===== src/rtl/usb_vf_source_sched_pkg.sv =====
// Shared types and constants for the video-frame source scheduler:
// scheduler states, source select encodings and the frame-size derivation.
package usb_vf_source_sched_pkg;

  typedef enum logic [1:0] {
    IDLE   = 2'd0,
    SYNC   = 2'd1,
    STREAM = 2'd2,
    DONE   = 2'd3
  } vf_state_t;

  localparam logic SRC_PATTERN = 1'b0;
  localparam logic SRC_EXT     = 1'b1;

  function automatic logic [28:0] frame_bytes(input logic [13:0] w,
                                              input logic [13:0] h,
                                              input logic [1:0]  bpp);
    logic [28:0] r;
    r = 29'(w) * 29'(h) * 29'(bpp);
    return r;
  endfunction

endpackage


===== src/rtl/usb_vf_source_sched_pattern.sv =====
// Test-pattern generator: a per-frame base register plus the low byte of the
// frame byte counter. The first pattern frame after reset starts at base 0.
module usb_vf_pattern_gen (
  input  logic       clk,
  input  logic       rst,
  input  logic       sof,
  input  logic       pattern_sel,
  input  logic [7:0] bcnt_lo,
  output logic [7:0] pat_byte
);

  logic [7:0] base;
  logic       armed;

  // armed suppresses the increment on the very first pattern frame
  always_ff @(posedge clk or posedge rst) begin
    if (rst) begin
      base  <= '0;
      armed <= 1'b0;
    end else if (sof && pattern_sel) begin
      armed <= 1'b1;
      if (armed)
        base <= base + 8'd1;
    end
  end

  assign pat_byte = base + bcnt_lo;

endmodule


===== src/rtl/usb_vf_source_sched.sv =====
// Frame scheduler between the camera's video-frame fetch port and two pixel
// sources (test pattern / external stream). Optional stats: VF_SCHED_STATS_EN.
module usb_vf_source_sched
  import usb_vf_source_sched_pkg::*;
#(
  parameter logic [13:0] FRAME_W = 14'd252,
  parameter logic [13:0] FRAME_H = 14'd120,
  parameter logic [1:0]  BPP     = 2'd1
) (
  input  logic        clk,
  input  logic        rst,
  input  logic        cfg_src_sel,
  input  logic [7:0]  cfg_fill,
  input  logic        vf_sof,
  input  logic        vf_req,
  output logic [7:0]  vf_byte,
  input  logic        s_valid,
  input  logic [7:0]  s_data,
  input  logic        s_first,
  output logic        s_ready,
  output logic        active_src,
  output logic        frame_active,
  output logic        underrun,
  output logic        overrun,
  output logic        short_frame
`ifdef VF_SCHED_STATS_EN
  ,
  output logic [15:0] frame_cnt,
  output logic [15:0] err_cnt
`endif
);

  localparam logic [28:0] FRAME_BYTES = frame_bytes(FRAME_W, FRAME_H, BPP);

  vf_state_t   state, state_nxt;
  logic [28:0] bcnt;
  logic [7:0]  pat_byte;
  logic [7:0]  byte_nxt;
  logic        under_nxt, over_nxt, short_nxt, bcnt_inc;
  logic        last_byte;
  logic        in_frame;

  assign last_byte = ((bcnt + 29'd1) == FRAME_BYTES);
  assign in_frame  = (state == SYNC) || (state == STREAM);
  assign short_nxt = vf_sof && in_frame;

  usb_vf_pattern_gen u_pattern (
    .clk         (clk),
    .rst         (rst),
    .sof         (vf_sof),
    .pattern_sel (cfg_src_sel == SRC_PATTERN),
    .bcnt_lo     (bcnt[7:0]),
    .pat_byte    (pat_byte)
  );

  always_ff @(posedge clk or posedge rst) begin
    if (rst)
      state <= IDLE;
    else
      state <= state_nxt;
  end

  always_comb begin
    state_nxt = state;
    if (vf_sof) begin
      state_nxt = (cfg_src_sel == SRC_EXT) ? SYNC : STREAM;
    end else begin
      case (state)
        SYNC: begin
          if (vf_req && last_byte)
            state_nxt = DONE;
          else if (s_valid && s_first)
            state_nxt = STREAM;
        end
        STREAM: begin
          if (vf_req && last_byte)
            state_nxt = DONE;
        end
        default: ;
      endcase
    end
  end

  // vf_sof masks every request-side effect so a coincident vf_req is dropped
  always_comb begin
    s_ready   = 1'b0;
    byte_nxt  = vf_byte;
    under_nxt = 1'b0;
    over_nxt  = 1'b0;
    bcnt_inc  = 1'b0;
    if (!vf_sof) begin
      case (state)
        SYNC: begin
          s_ready = s_valid & ~s_first;
          if (vf_req) begin
            byte_nxt  = cfg_fill;
            under_nxt = 1'b1;
            bcnt_inc  = 1'b1;
          end
        end
        STREAM: begin
          if (active_src == SRC_EXT)
            s_ready = vf_req & s_valid;
          if (vf_req) begin
            bcnt_inc = 1'b1;
            if (active_src == SRC_PATTERN) begin
              byte_nxt = pat_byte;
            end else if (s_valid) begin
              byte_nxt = s_data;
            end else begin
              byte_nxt  = cfg_fill;
              under_nxt = 1'b1;
            end
          end
        end
        DONE: begin
          if (vf_req) begin
            byte_nxt = cfg_fill;
            over_nxt = 1'b1;
          end
        end
        default: ;
      endcase
    end
  end

  assign frame_active = in_frame;

  always_ff @(posedge clk or posedge rst) begin
    if (rst) begin
      bcnt        <= '0;
      vf_byte     <= '0;
      active_src  <= 1'b0;
      underrun    <= 1'b0;
      overrun     <= 1'b0;
      short_frame <= 1'b0;
    end else begin
      vf_byte     <= byte_nxt;
      underrun    <= under_nxt;
      overrun     <= over_nxt;
      short_frame <= short_nxt;
      if (vf_sof) begin
        bcnt       <= '0;
        active_src <= cfg_src_sel;
      end else if (bcnt_inc) begin
        bcnt <= bcnt + 29'd1;
      end
    end
  end

`ifdef VF_SCHED_STATS_EN
  always_ff @(posedge clk or posedge rst) begin
    if (rst) begin
      frame_cnt <= '0;
      err_cnt   <= '0;
    end else begin
      if (vf_sof)
        frame_cnt <= frame_cnt + 16'd1;
      if ((under_nxt || over_nxt || short_nxt) && (err_cnt != '1))
        err_cnt <= err_cnt + 16'd1;
    end
  end
`endif

endmodule


===== config.mk =====
export PLATFORM = sky130hd
export DESIGN_NAME = usb_vf_source_sched
export DESIGN_NICKNAME = d
export VERILOG_FILES = /design/src/rtl/usb_vf_source_sched_pkg.sv /design/src/rtl/usb_vf_source_sched_pattern.sv /design/src/rtl/usb_vf_source_sched.sv
export SDC_FILE = /design/constraint.sdc
export NUM_CORES = 1
export LEC_CHECK = 0
export ABC_AREA = 1
export BUFFER_PORTS_ARGS = -buffer_cell sky130_fd_sc_hd__buf_2
export CAP_MARGIN = 5
export CORE_MARGIN = 5
export CORE_UTILIZATION = 29
export CTS_CLUSTER_DIAMETER = 150
export DETAILED_ROUTE_END_ITERATION = 6
export SLEW_MARGIN = 20
export SYNTH_ARGS = -nofsm -noshare
export SYNTH_HDL_FRONTEND = slang
export SYNTH_SLANG_ARGS = --single-unit

===== constraint.sdc =====
create_clock -name clk -period 4 [get_ports clk]
set_input_delay 0 -clock clk [delete_from_list [all_inputs] [get_ports clk]]
set_output_delay 0 -clock clk [all_outputs]
set_load 0.01 [all_outputs]

==> results.yml <==
clock_tree:
  cts.sinks: 52
  worstSkewPairLatency_ps: 290
  cts_tree: "built"
  cts-root-buf: "clkbuf_16"
  postCtsSetupRepairBufs: 0
  ctsHoldBuffers: 3
  clock_tree.buffer_depth: 2
  cts_resized: 0
  htree_levels: 2
  cts_buffers: 5
  clk_pin_slew_ps: 70
critical_path:
  cp.required_ps: 4190
  reg2reg_from: "bcnt[2]"
  r2r_cells: 14
  cp-startpoint: "bcnt[2]"
  worstSetupEndpointType: "flop"
  arrival_ps: 2390
  crit_fanout: 6
  worstSetupPathType: "flop to flop"
  worstSetupStartpointType: "flop"
min_path:
  hold_start: "cfg_src_sel"
  whs_path_depth: 3
  hp-class: "input pin to flop"
outcome:
  status: "finished, violations left"
  violations: "negative hold slack"
detailed_routing:
  drt-total-wl_mm: 8.94
  vias: 3288
  wl_per_cell_um: 13.0
  drt_iter0_markers: 190
  viasPerCell: 4.77
  first_pass_iters: 4
  postRouteAntennaNets: 0
  drc: 0
die:
  pin_count: 37
  coreArea_um2: 11900
  start_util_pct: 29.3
  die_y_um: 120
  die_area_um2: 14300
  dieWidth_um: 120
  rows: 40
yosys:
  seq_area_frac_synth_pct: 37.2
  ys_ff_latch: 52
  synth.net_count: 537
  synth_edf_count: 0
  ys.warnings.count: 0
  yosys_most_used_dff: "dfrtp_1"
  netlist_area_um2: 3490
  netlist_instances: 500
  async_flop_share_pct: 100
  syn_area_per_cell_um2: 6.99
  synth.distinct_cells: 37
sta:
  post-route-period-util_pct: 55.2
  fin_hold_ws_ps: -4.85
  clock_skew_ps: 4.51
  finalSetupViolations: 0
  layout_min_cycle_time_ps: 2210
  slew_headroom_pct: 50.5
  tns_ps: 0
  fin_ws_ps: 1790
  rsz0062_at_grt: "no"
  timing.fmax_mhz: 453
  finalHoldViolations: 1
  worst_pin_slew_ps: 740
  finalMaxSlewViolations: 0
place:
  hpwl_mm: 6.93
  post-place-ws_ps: 1820
  gp_congestion: 0.906
  io_buffers: 36
global_routing:
  grt_usage_pct: 13.0
  overflow: 0
  grt_max_degree: 53
  antenna_found_initial: 0
  grt_pass1_vias: 3293
  grt_pass1_wl_mm: 15.4
pwr:
  power.density_nw_per_um2: 426
  p_leak_uw: 0.00191
  ir_drop_mv: 0.208
finish:
  drive_above_1_share_pct: 13.4
  syn_to_final_growth_pct: 15.5
  antenna_cells: 0
  final_nets: 580
job:
  cap_violations: 0
[power breakdown]
part	internal, uW	switching (uW)
combinational	221	380
clock	228	194
sequential	616	80.0
total	1060	654
[cells in the mapped netlist, types with 3 or more instances]
cell / number / area (um2)
nand2_1: 146 / 548
inv_1: 71 / 267
nor2_1: 62 / 233
dfrtp_1: 52 / 1300
nand3_1: 27 / 135
o21ai_0: 26 / 130
o22ai_1: 17 / 106
ha_1: 13 / 163
a21oi_1: 12 / 60.1
xor2_1: 11 / 96.3
clkbuf_1: 5 / 18.8
nor2_2: 5 / 31.3
nor2_4: 5 / 56.3
inv_2: 4 / 15.0
nand4_1: 4 / 25.0
a221oi_1: 3 / 26.3
nand2_2: 3 / 18.8
nand3_2: 3 / 30.0
nor3_1: 3 / 15.0
o21ai_1: 3 / 15.0
xnor2_1: 3 / 26.3
[per-layer routing]
layer / up-vias / part of all wire (%) / GRT usage, %
met1: 1536 / 48 / 17.1
met2: 63 / 47 / 22.2
li1: 1676 / - / -
met4: 0 / 1.4 / 2.43
met5: - / 0 / 0
met3: 13 / 3.6 / 2.64
[critical path, cell delays in order (launching register included)]
cell and delay, ps:
dfrtp_1 460, ha_1 380, a21oi_1 150, nand2_1 60
inv_1 90, nor2_1 60, nor2_1 90, nor2_1 70
nor2_1 80, o21bai_1 80, or2_2 270, nand3_1 100
nand2_1 70, nand2_1 70, nand2_1 50
[registers in the layout, summed over array words and instances, names as in the netlist]
| signal | cells |
|---|---|
| bcnt | 29 |
| short_frame | 1 |
| active_src | 1 |
| u_pattern.armed | 1 |
| overrun | 1 |
| vf_byte | 8 |
| underrun | 1 |
| u_pattern.base | 8 |
| state | 2 |
[cells in the final DEF (no fill, tap or decap), types with 3 or more instances in the layout]
cell type,Yosys,layout
inv_2,4,5
xor2_1,11,11
dfrtp_1,52,52
nor2_1,62,62
nor2_2,5,5
xnor2_1,3,3
ha_1,13,13
o21ai_0,26,25
clkbuf_16,0,5
buf_2,1,36
nand3_1,27,27
a21oi_1,12,12
dlygate4sd3_1,0,3
nand2_1,146,146
inv_1,71,70
nor3_1,3,3
buf_4,0,3
o21ai_1,3,3
o22ai_1,17,17
a221oi_1,3,3
nand2_2,3,3
nand4_1,4,4
nor2_4,5,5
nand3_2,3,3
[per-stage QoR]
step | utilization (%) | power [uW] | area [um2] | instances
6_report | 33.9 | 1720 | 4040 | 690
5_1_grt | 33.9 | 1840 | 4040 | 690
4_1_cts | 33.8 | 1720 | 4030 | 690
3_5_place_dp | 32.4 | 1300 | 3860 | 680
3_3_place_gp | 32.4 | 1290 | 3860 | 680
2_1_floorplan | - | 1100 | 3490 | 500
[cell type report]
type / count / area [um2]
multi-input cells: 364 / 1890
inverters: 78 / 294
flip-flops and latches: 52 / 1300
clock buffers: 5 / 125
repair buffers: 42 / 233
fillers: 1311 / 7880
clock inverters: 2 / 12.5
well taps: 147 / 184
[cells by family after synthesis]
logic type               Yosys count  synth area share [%]
AND/OR/NAND/NOR                  263                  32.6
buffers and inverters             84                  9.09
AO/OA/AOI/OAI                     73                  12.3
flip-flops                        52                  37.2
XOR/XNOR                          14                  3.51
adder cells (fa/ha/maj)           14                  5.23
[worst paths after layout]
| kind | slack [ps] | end |
|---|---|---|
| max in group asynchronous | 3110 | bcnt[4] |
| max reg2reg | 1790 | vf_byte[7] |
| max | 1790 | vf_byte[7] |
| min in group asynchronous | 440 | bcnt[17] |
| min | -5 | active_src |
| min reg2reg | 470 | u_pattern.armed |
Power figures use the tool's default switching activity.
